**src/rtl/twiddle_cos_table_pkg.sv**
```systemverilog
// fft_pkg: shared twiddle-table types and default geometry.
package fft_pkg;
  localparam int FFT_N_DEFAULT  = 10;
  localparam int FFT_DW_DEFAULT = 16;
  localparam int TBL_AW         = FFT_N_DEFAULT - 2;
  localparam int TBL_DEPTH      = 2 ** TBL_AW;
  typedef enum logic [1:0] {IDLE, LOAD, READY} tbl_state_e;
endpackage

```
**src/rtl/twiddle_cos_table_if.sv**
```systemverilog
// twiddle_cos_table_if: read port and host load stream of the quarter-wave cosine table.
interface twiddle_cos_table_if #(
  parameter int FFT_N  = fft_pkg::FFT_N_DEFAULT,
  parameter int FFT_DW = fft_pkg::FFT_DW_DEFAULT
);
  logic              twact;
  logic [FFT_N-3:0]  twa;
  logic [FFT_DW-1:0] twdr_cos;
  logic              ld_start;
  logic              ld_valid;
  logic [FFT_DW-1:0] ld_data;
  logic              ld_ready;
  logic              ld_done;
  logic              table_ready;
  logic              rd_err;
  logic              rd_err_clr;
  modport master (
    output twact, twa, ld_start, ld_valid, ld_data, rd_err_clr,
    input  twdr_cos, ld_ready, ld_done, table_ready, rd_err
  );
  modport slave (
    input  twact, twa, ld_start, ld_valid, ld_data, rd_err_clr,
    output twdr_cos, ld_ready, ld_done, table_ready, rd_err
  );
endinterface

```
**src/rtl/twiddle_cos_table_ram.sv**
```systemverilog
// twiddle_tbl_ram: simple dual-port table RAM, one write port, one registered synchronous read port.
module twiddle_tbl_ram #(
  parameter int AW = 8,
  parameter int DW = 16
) (
  input  logic          clk,
  input  logic          we,
  input  logic [AW-1:0] waddr,
  input  logic [DW-1:0] wdata,
  input  logic          re,
  input  logic [AW-1:0] raddr,
  output logic [DW-1:0] q
);
  logic [DW-1:0] mem [2**AW];
  always_ff @(posedge clk) begin
    if (we) mem[waddr] <= wdata;
    if (re) q <= mem[raddr];
  end
endmodule

```
**src/rtl/twiddle_cos_table.sv**
```systemverilog
// twiddle_cos_table: run-time loaded quarter-wave cosine ROM with 1-cycle read latency and load FSM.
module twiddle_cos_table
  import fft_pkg::*;
#(
  parameter int FFT_N  = FFT_N_DEFAULT,
  parameter int FFT_DW = FFT_DW_DEFAULT
) (
  input logic                 clk,
  input logic                 rst_n,
  twiddle_cos_table_if.slave  tw
);
  localparam int AW = FFT_N - 2;
  tbl_state_e        state;
  logic [AW-1:0]     wr_ptr;
  logic              rd_zero;
  logic [FFT_DW-1:0] ram_q;
  logic              we;
  assign we = (state == LOAD) && tw.ld_valid && !tw.ld_start;
  twiddle_tbl_ram #(.AW(AW), .DW(FFT_DW)) u_ram (
    .clk   (clk),
    .we    (we),
    .waddr (wr_ptr),
    .wdata (tw.ld_data),
    .re    (tw.twact),
    .raddr (tw.twa),
    .q     (ram_q)
  );
  // rd_zero remembers whether the last accepted read was gated, so the held output stays 0 too
  assign tw.twdr_cos = rd_zero ? '0 : ram_q;
  always_ff @(posedge clk or negedge rst_n) begin
    if (!rst_n) begin
      state          <= IDLE;
      wr_ptr         <= '0;
      rd_zero        <= 1'b1;
      tw.ld_ready    <= 1'b0;
      tw.ld_done     <= 1'b0;
      tw.table_ready <= 1'b0;
      tw.rd_err      <= 1'b0;
    end else begin
      tw.ld_done <= 1'b0;
      tw.rd_err  <= tw.rd_err_clr ? 1'b0 : (tw.rd_err | (tw.twact & ~tw.table_ready));
      if (tw.twact) rd_zero <= ~tw.table_ready;
      if (tw.ld_start) begin
        state          <= LOAD;
        wr_ptr         <= '0;
        tw.ld_ready    <= 1'b1;
        tw.table_ready <= 1'b0;
      end else if (we) begin
        wr_ptr <= wr_ptr + 1'b1;
        if (wr_ptr == '1) begin
          state          <= READY;
          tw.ld_ready    <= 1'b0;
          tw.table_ready <= 1'b1;
          tw.ld_done     <= 1'b1;
        end
      end
    end
  end
endmodule

```
**src/flat_wrapper.sv**
```systemverilog
// flat-port wrapper written by rule: the top's interface ports become plain ports
module twiddle_cos_table_flat import fft_pkg::*;
#(
  parameter int FFT_N  = FFT_N_DEFAULT,
  parameter int FFT_DW = FFT_DW_DEFAULT
)
  (clk, rst_n, tw_twact, tw_twa, tw_ld_start, tw_ld_valid, tw_ld_data, tw_rd_err_clr, tw_twdr_cos, tw_ld_ready, tw_ld_done, tw_table_ready, tw_rd_err);
  twiddle_cos_table_if #(.FFT_N(FFT_N), .FFT_DW(FFT_DW)) tw_i ();
  input logic clk;
  input logic rst_n;
  input wire logic [$bits(tw_i.twact)-1:0] tw_twact;
  input wire logic [$bits(tw_i.twa)-1:0] tw_twa;
  input wire logic [$bits(tw_i.ld_start)-1:0] tw_ld_start;
  input wire logic [$bits(tw_i.ld_valid)-1:0] tw_ld_valid;
  input wire logic [$bits(tw_i.ld_data)-1:0] tw_ld_data;
  input wire logic [$bits(tw_i.rd_err_clr)-1:0] tw_rd_err_clr;
  output wire logic [$bits(tw_i.twdr_cos)-1:0] tw_twdr_cos;
  output wire logic [$bits(tw_i.ld_ready)-1:0] tw_ld_ready;
  output wire logic [$bits(tw_i.ld_done)-1:0] tw_ld_done;
  output wire logic [$bits(tw_i.table_ready)-1:0] tw_table_ready;
  output wire logic [$bits(tw_i.rd_err)-1:0] tw_rd_err;
  assign tw_i.twact = tw_twact;
  assign tw_i.twa = tw_twa;
  assign tw_i.ld_start = tw_ld_start;
  assign tw_i.ld_valid = tw_ld_valid;
  assign tw_i.ld_data = tw_ld_data;
  assign tw_i.rd_err_clr = tw_rd_err_clr;
  assign tw_twdr_cos = tw_i.twdr_cos;
  assign tw_ld_ready = tw_i.ld_ready;
  assign tw_ld_done = tw_i.ld_done;
  assign tw_table_ready = tw_i.table_ready;
  assign tw_rd_err = tw_i.rd_err;
  twiddle_cos_table #(.FFT_N(FFT_N), .FFT_DW(FFT_DW)) u_core (.clk(clk), .rst_n(rst_n), .tw(tw_i));
endmodule
```
**config.mk**
```make
export PLATFORM = sky130hd
export DESIGN_NAME = twiddle_cos_table_flat
export DESIGN_NICKNAME = d
export VERILOG_FILES = /design/src/rtl/twiddle_cos_table_pkg.sv /design/src/rtl/twiddle_cos_table_if.sv /design/src/rtl/twiddle_cos_table_ram.sv /design/src/rtl/twiddle_cos_table.sv /design/src/flat_wrapper.sv
export SDC_FILE = /design/constraint.sdc
export NUM_CORES = 2
export LEC_CHECK = 0
export BUFFER_PORTS_ARGS = -buffer_cell sky130_fd_sc_hd__buf_2
export CORE_MARGIN = 3
export CORE_UTILIZATION = 29
export DETAILED_ROUTE_END_ITERATION = 10
export GPL_TIMING_DRIVEN = 0
export PLACE_DENSITY_LB_ADDON = 0.3
export SETUP_SLACK_MARGIN = 0.02
export SLEW_MARGIN = 10
export SYNTH_ARGS = -nofsm -noshare
export SYNTH_HDL_FRONTEND = slang
export SYNTH_SLANG_ARGS = --single-unit
```
**constraint.sdc**
```tcl
create_clock -name clk -period 3.75 [get_ports clk]
set_input_delay 0.1875 -clock clk [delete_from_list [all_inputs] [get_ports clk]]
set_output_delay 0.1875 -clock clk [all_outputs]
set_load 0.01 [all_outputs]
```
==> results.py <==
metrics = {
    "yosys": {
        "syn_inst": 7515,
        "ys_types": 76,
        "synth_edf_count": 4112,
        "yosysTopAreaCell": "edfxtp_1",
        "ys_warn_count": 0,
        "synth.cell_area_sq_um": 160000,
        "synthArstFlopShare_pct": 0.315,
        "synth_flop_cell": "edfxtp_1",
        "ys_ff_latch": 4125,
        "synth_nets": 7549,
        "ys_top_cells_by_area": "edfxtp_1 77%, mux4_2 11%, mux2i_1 3.4%",
        "ys_seq_area_share_pct": 77.3,
        "syn_area_per_cell_sq_um": 21.3,
        "synth_top_area_share_pct": 77.1,
    },
    "setup_path": {
        "path_depth": 10,
        "rr_worst_depth": 7,
        "crit_arrival_ns": 4.77,
        "cpPeakStageDelay_ns": 0.90,
        "start_kind": "input pin",
        "crit_path_max_fanout": 10,
        "reg2reg_from": "u_core.tw.table_ready",
        "worstSetupPathType": "input pin to flop",
        "critPathBufInv": 4,
        "crit_slowest_cell": "clkbuf_1",
        "cp_cell_sequence": "buf_2, clkbuf_2, nor2b_1, clkbuf_1, clkbuf_1, a22o_1, a221oi_1, o22ai_1, nor3_2, nor3_2",
        "cp-startpoint": "tw_twa[3]",
        "required_ns": 4.47,
        "cp-end-kind": "flop",
        "crit_family": "buffers and inverters",
    },
    "global_routing": {
        "grt_pass1_vias": 86400,
        "grt_pass1_wl_um": 836000,
        "grt_max_degree": 149,
        "track_usage_pct": 22.4,
        "grt_overflow_total": 0,
        "antenna_found_initial": 64,
    },
    "clocking": {
        "root_buffer": "clkbuf_16",
        "clk_pin_slew_ns": 0.06,
        "cts_made_buffers": 432,
        "htree_levels": 5,
        "cts_sinks": 4125,
        "tritoncts": "yes",
        "clockBufferDepth": 4,
        "clk_latency_ns": 1.02,
    },
    "power": {
        "p_int_mw": 76.0,
        "cellPowerDensity_nw_per_um2": 516,
        "power_leakage_nw": 60.4,
        "p_sw_mw": 23.2,
        "p_sw_share_pct": 23.4,
        "clkPwrFrac_pct": 42.3,
        "ir_drop_mv": 0.435,
        "p_seq_share_pct": 51.2,
        "combPwrFrac_pct": 6.5,
        "total_power_mw": 99.2,
    },
    "sta": {
        "worst_slack_ns": -0.301,
        "hold_viol": 0,
        "tightest_slew_ns": 1.45,
        "rsz0062_at_grt": "true",
        "post-route-min-period_ns": 4.05,
        "final-setup-viol-count": 356,
        "fin_skew_ns": 0.0645,
        "fmax_mhz": 247,
        "max_slew_margin_pct": 3.59,
        "slew_viol_final": 0,
        "period_share_pct": 108,
    },
    "drt": {
        "viasPerCell": 5.65,
        "drt-initial-drc-count": 16300,
        "drc": 0,
        "ant_nets": 0,
        "routed-via-count": 90500,
        "routed_wl_um": 646000,
        "wl_per_cell_um": 40.3,
        "firstDrtPassIters": 8,
    },
    "floorplan": {
        "start_util_pct": 29.1,
        "floorplan.die.width_um": 749,
        "core_sq_um": 550000,
        "row_count": 272,
        "ios": 50,
        "die-area_sq_um": 561000,
        "die_h_um": 749,
    },
    "cells_and_area": {
        "fin_nets": 8416,
        "layout-drive-gt1-share_pct": 29.4,
        "fin_cells": 16000,
        "area_growth_pct": 20.0,
        "num-fill-cells": 50400,
        "multi_input_area_sq_um": 35600,
        "regArea_sq_um": 124000,
    },
    "run": {
        "max_cap_violations": 0,
    },
    "placed_design": {
        "port_buffers": 45,
        "globalplace.congestion": 0.974,
        "dp_cells": 15100,
        "dpl.hpwl_um": 449000,
    },
    "status": {
        "violations": "setup timing",
        "status": "finished, violations left",
    },
    "min_path": {
        "hold_path.class": "input pin to flop",
        "whs_path_depth": 2,
        "worstHoldStart": "tw_ld_data[5]",
    },
}
[power groups by stage]
stage          Combinational, mW  Clock (mW)  Sequential, mW
3_3_place_gp                5.81           0            51.9
2_1_floorplan               2.46           0            51.7
4_1_cts                     6.23        42.2            50.8
3_5_place_dp                6.10           0            51.7
6_report                    6.43        42.0            50.8
5_1_grt                     6.43        44.1            50.7
[metal layers]
layer  vias up  track usage, %  part of all wire, %  wire (um)
met1     48900            28.5                   37     237000
met4        24            12.8                  7.0      45100
met2      6682            33.2                   43     280000
li1      33600               -                    -          -
met3      1407            7.74                   13      83200
met5         -               0                0.028        179
[Yosys cell counts, drive strengths merged, types with 5 or more instances]
cell type,number
and3,19
nand2b,19
o31ai,6
nor4,27
o221ai,156
nand2,178
nor3,183
o32ai,9
or2,5
nor2b,28
or4,9
nor4bb,8
dfrtp,12
o211ai,7
a22o,28
clkbuf,175
o22ai,155
nand4,9
o21ai,61
a21oi,100
inv,5
mux4,839
edfxtp,4112
buf,273
nor2,300
a22oi,38
a31oi,17
a221oi,27
or3,5
nor4b,7
nand3,59
a2111oi,5
mux2i,537
mux2,22
a211oi,32
xor2,6
[worst register-to-register path: cells and delay by family, from the launching register on]
family	cells	cell delay [ns]
buf+inv	3	1.01
flops	1	0.39
simple gates	4	2.23
[cell usage in the layout (no fill, tap or decap), drive strengths merged, types with 6 or more instances in the layout]
cell type,n
clkbuf,706
nand4,9
nor4b,7
o21ai,61
a221oi,27
nor2b,28
nor3,183
inv,14
a31oi,17
or4,9
xor2,6
nand2b,19
o22ai,155
a211oi,32
mux2i,537
o221ai,156
a21oi,100
o211ai,7
o31ai,6
edfxtp,4112
a22o,28
nor2,300
bufinv,29
a22oi,38
clkinv,198
mux4,839
nor4,27
mux2,22
dlygate4sd3,25
nand3,59
and3,19
dfrtp,12
nor4bb,8
nand2,178
clkinvlp,12
buf,682
diode,33
o32ai,9
[layout make-up]
| class | instances | share of cell area, % |
|---|---|---|
| inverter | 6 | 0.0143 |
| buffer | 442 | 1.75 |
| sequential | 4125 | 64.4 |
| clock inverter | 247 | 1.18 |
| antenna | 33 | 0.0430 |
| multi-input combinational | 2934 | 18.5 |
| timing repair buffer | 441 | 3.44 |
| tap | 7261 | 4.73 |
| clock buffer | 536 | 5.91 |
[sequential cells by signal, summed over array words and instances, names as in the netlist]
| register | flops |
|---|---|
| u_core.tw.table_ready | 1 |
| u_core.u_ram.q | 16 |
| u_core.tw.rd_err | 1 |
| u_core.tw.ld_done | 1 |
| u_core.wr_ptr | 8 |
| u_core.state | 1 |
| u_core.rd_zero | 1 |
| u_core.u_ram.mem | 4096 |
[kinds of logic after synthesis]
group	after synthesis	synth area share (%)
and+or+nand+nor	871	2.53
buffers and inverters	456	1.88
muxes	1398	15.4
AOI/OAI and AO/OA	654	2.89
DFF	4125	77.3
xor gates and xnor gates	7	0.0383
adders and majority gates	4	0.0312
[worst paths after layout]
kind,end,slack (ns)
hold reg to reg,u_core.rd_zero,0.45
max in group asynchronous,u_core.wr_ptr[7],2.78
setup / recovery,u_core.u_ram.q[15],-0.30
setup reg to reg,u_core.u_ram.mem[226][12],-0.22
min in group asynchronous,u_core.tw.rd_err,0.38
hold / removal,u_core.u_ram.mem[5][5],0.11
[what timing repair did]
action	in CTS	in global routing
hold buffers	25	0
buffers inserted	36	29
endpoints found under the hold margin	2226	0
endpoints found under the setup margin	2579	1231
pin swaps	28	24
gates resized for setup	247	64
[through the flow]
step | area, sq um | hold WS (ns) | setup WS [ns] | setup TNS, ns | utilization [%]
detailed placement | 176000 | 0.154 | -2.80 | -816.82 | 32.1
global placement | 170000 | 0.142 | -5.58 | -8587.30 | 30.8
finish | 192000 | 0.106 | -0.301 | -31.38 | 35.0
CTS | 191000 | 0.0536 | -0.367 | -116.93 | 34.8
floorplan | 160000 | -0.108 | 0.518 | 0 | -
global route | 192000 | 0.108 | -0.137 | -15.08 | 35.0
(Power assumes the default switching activity.)
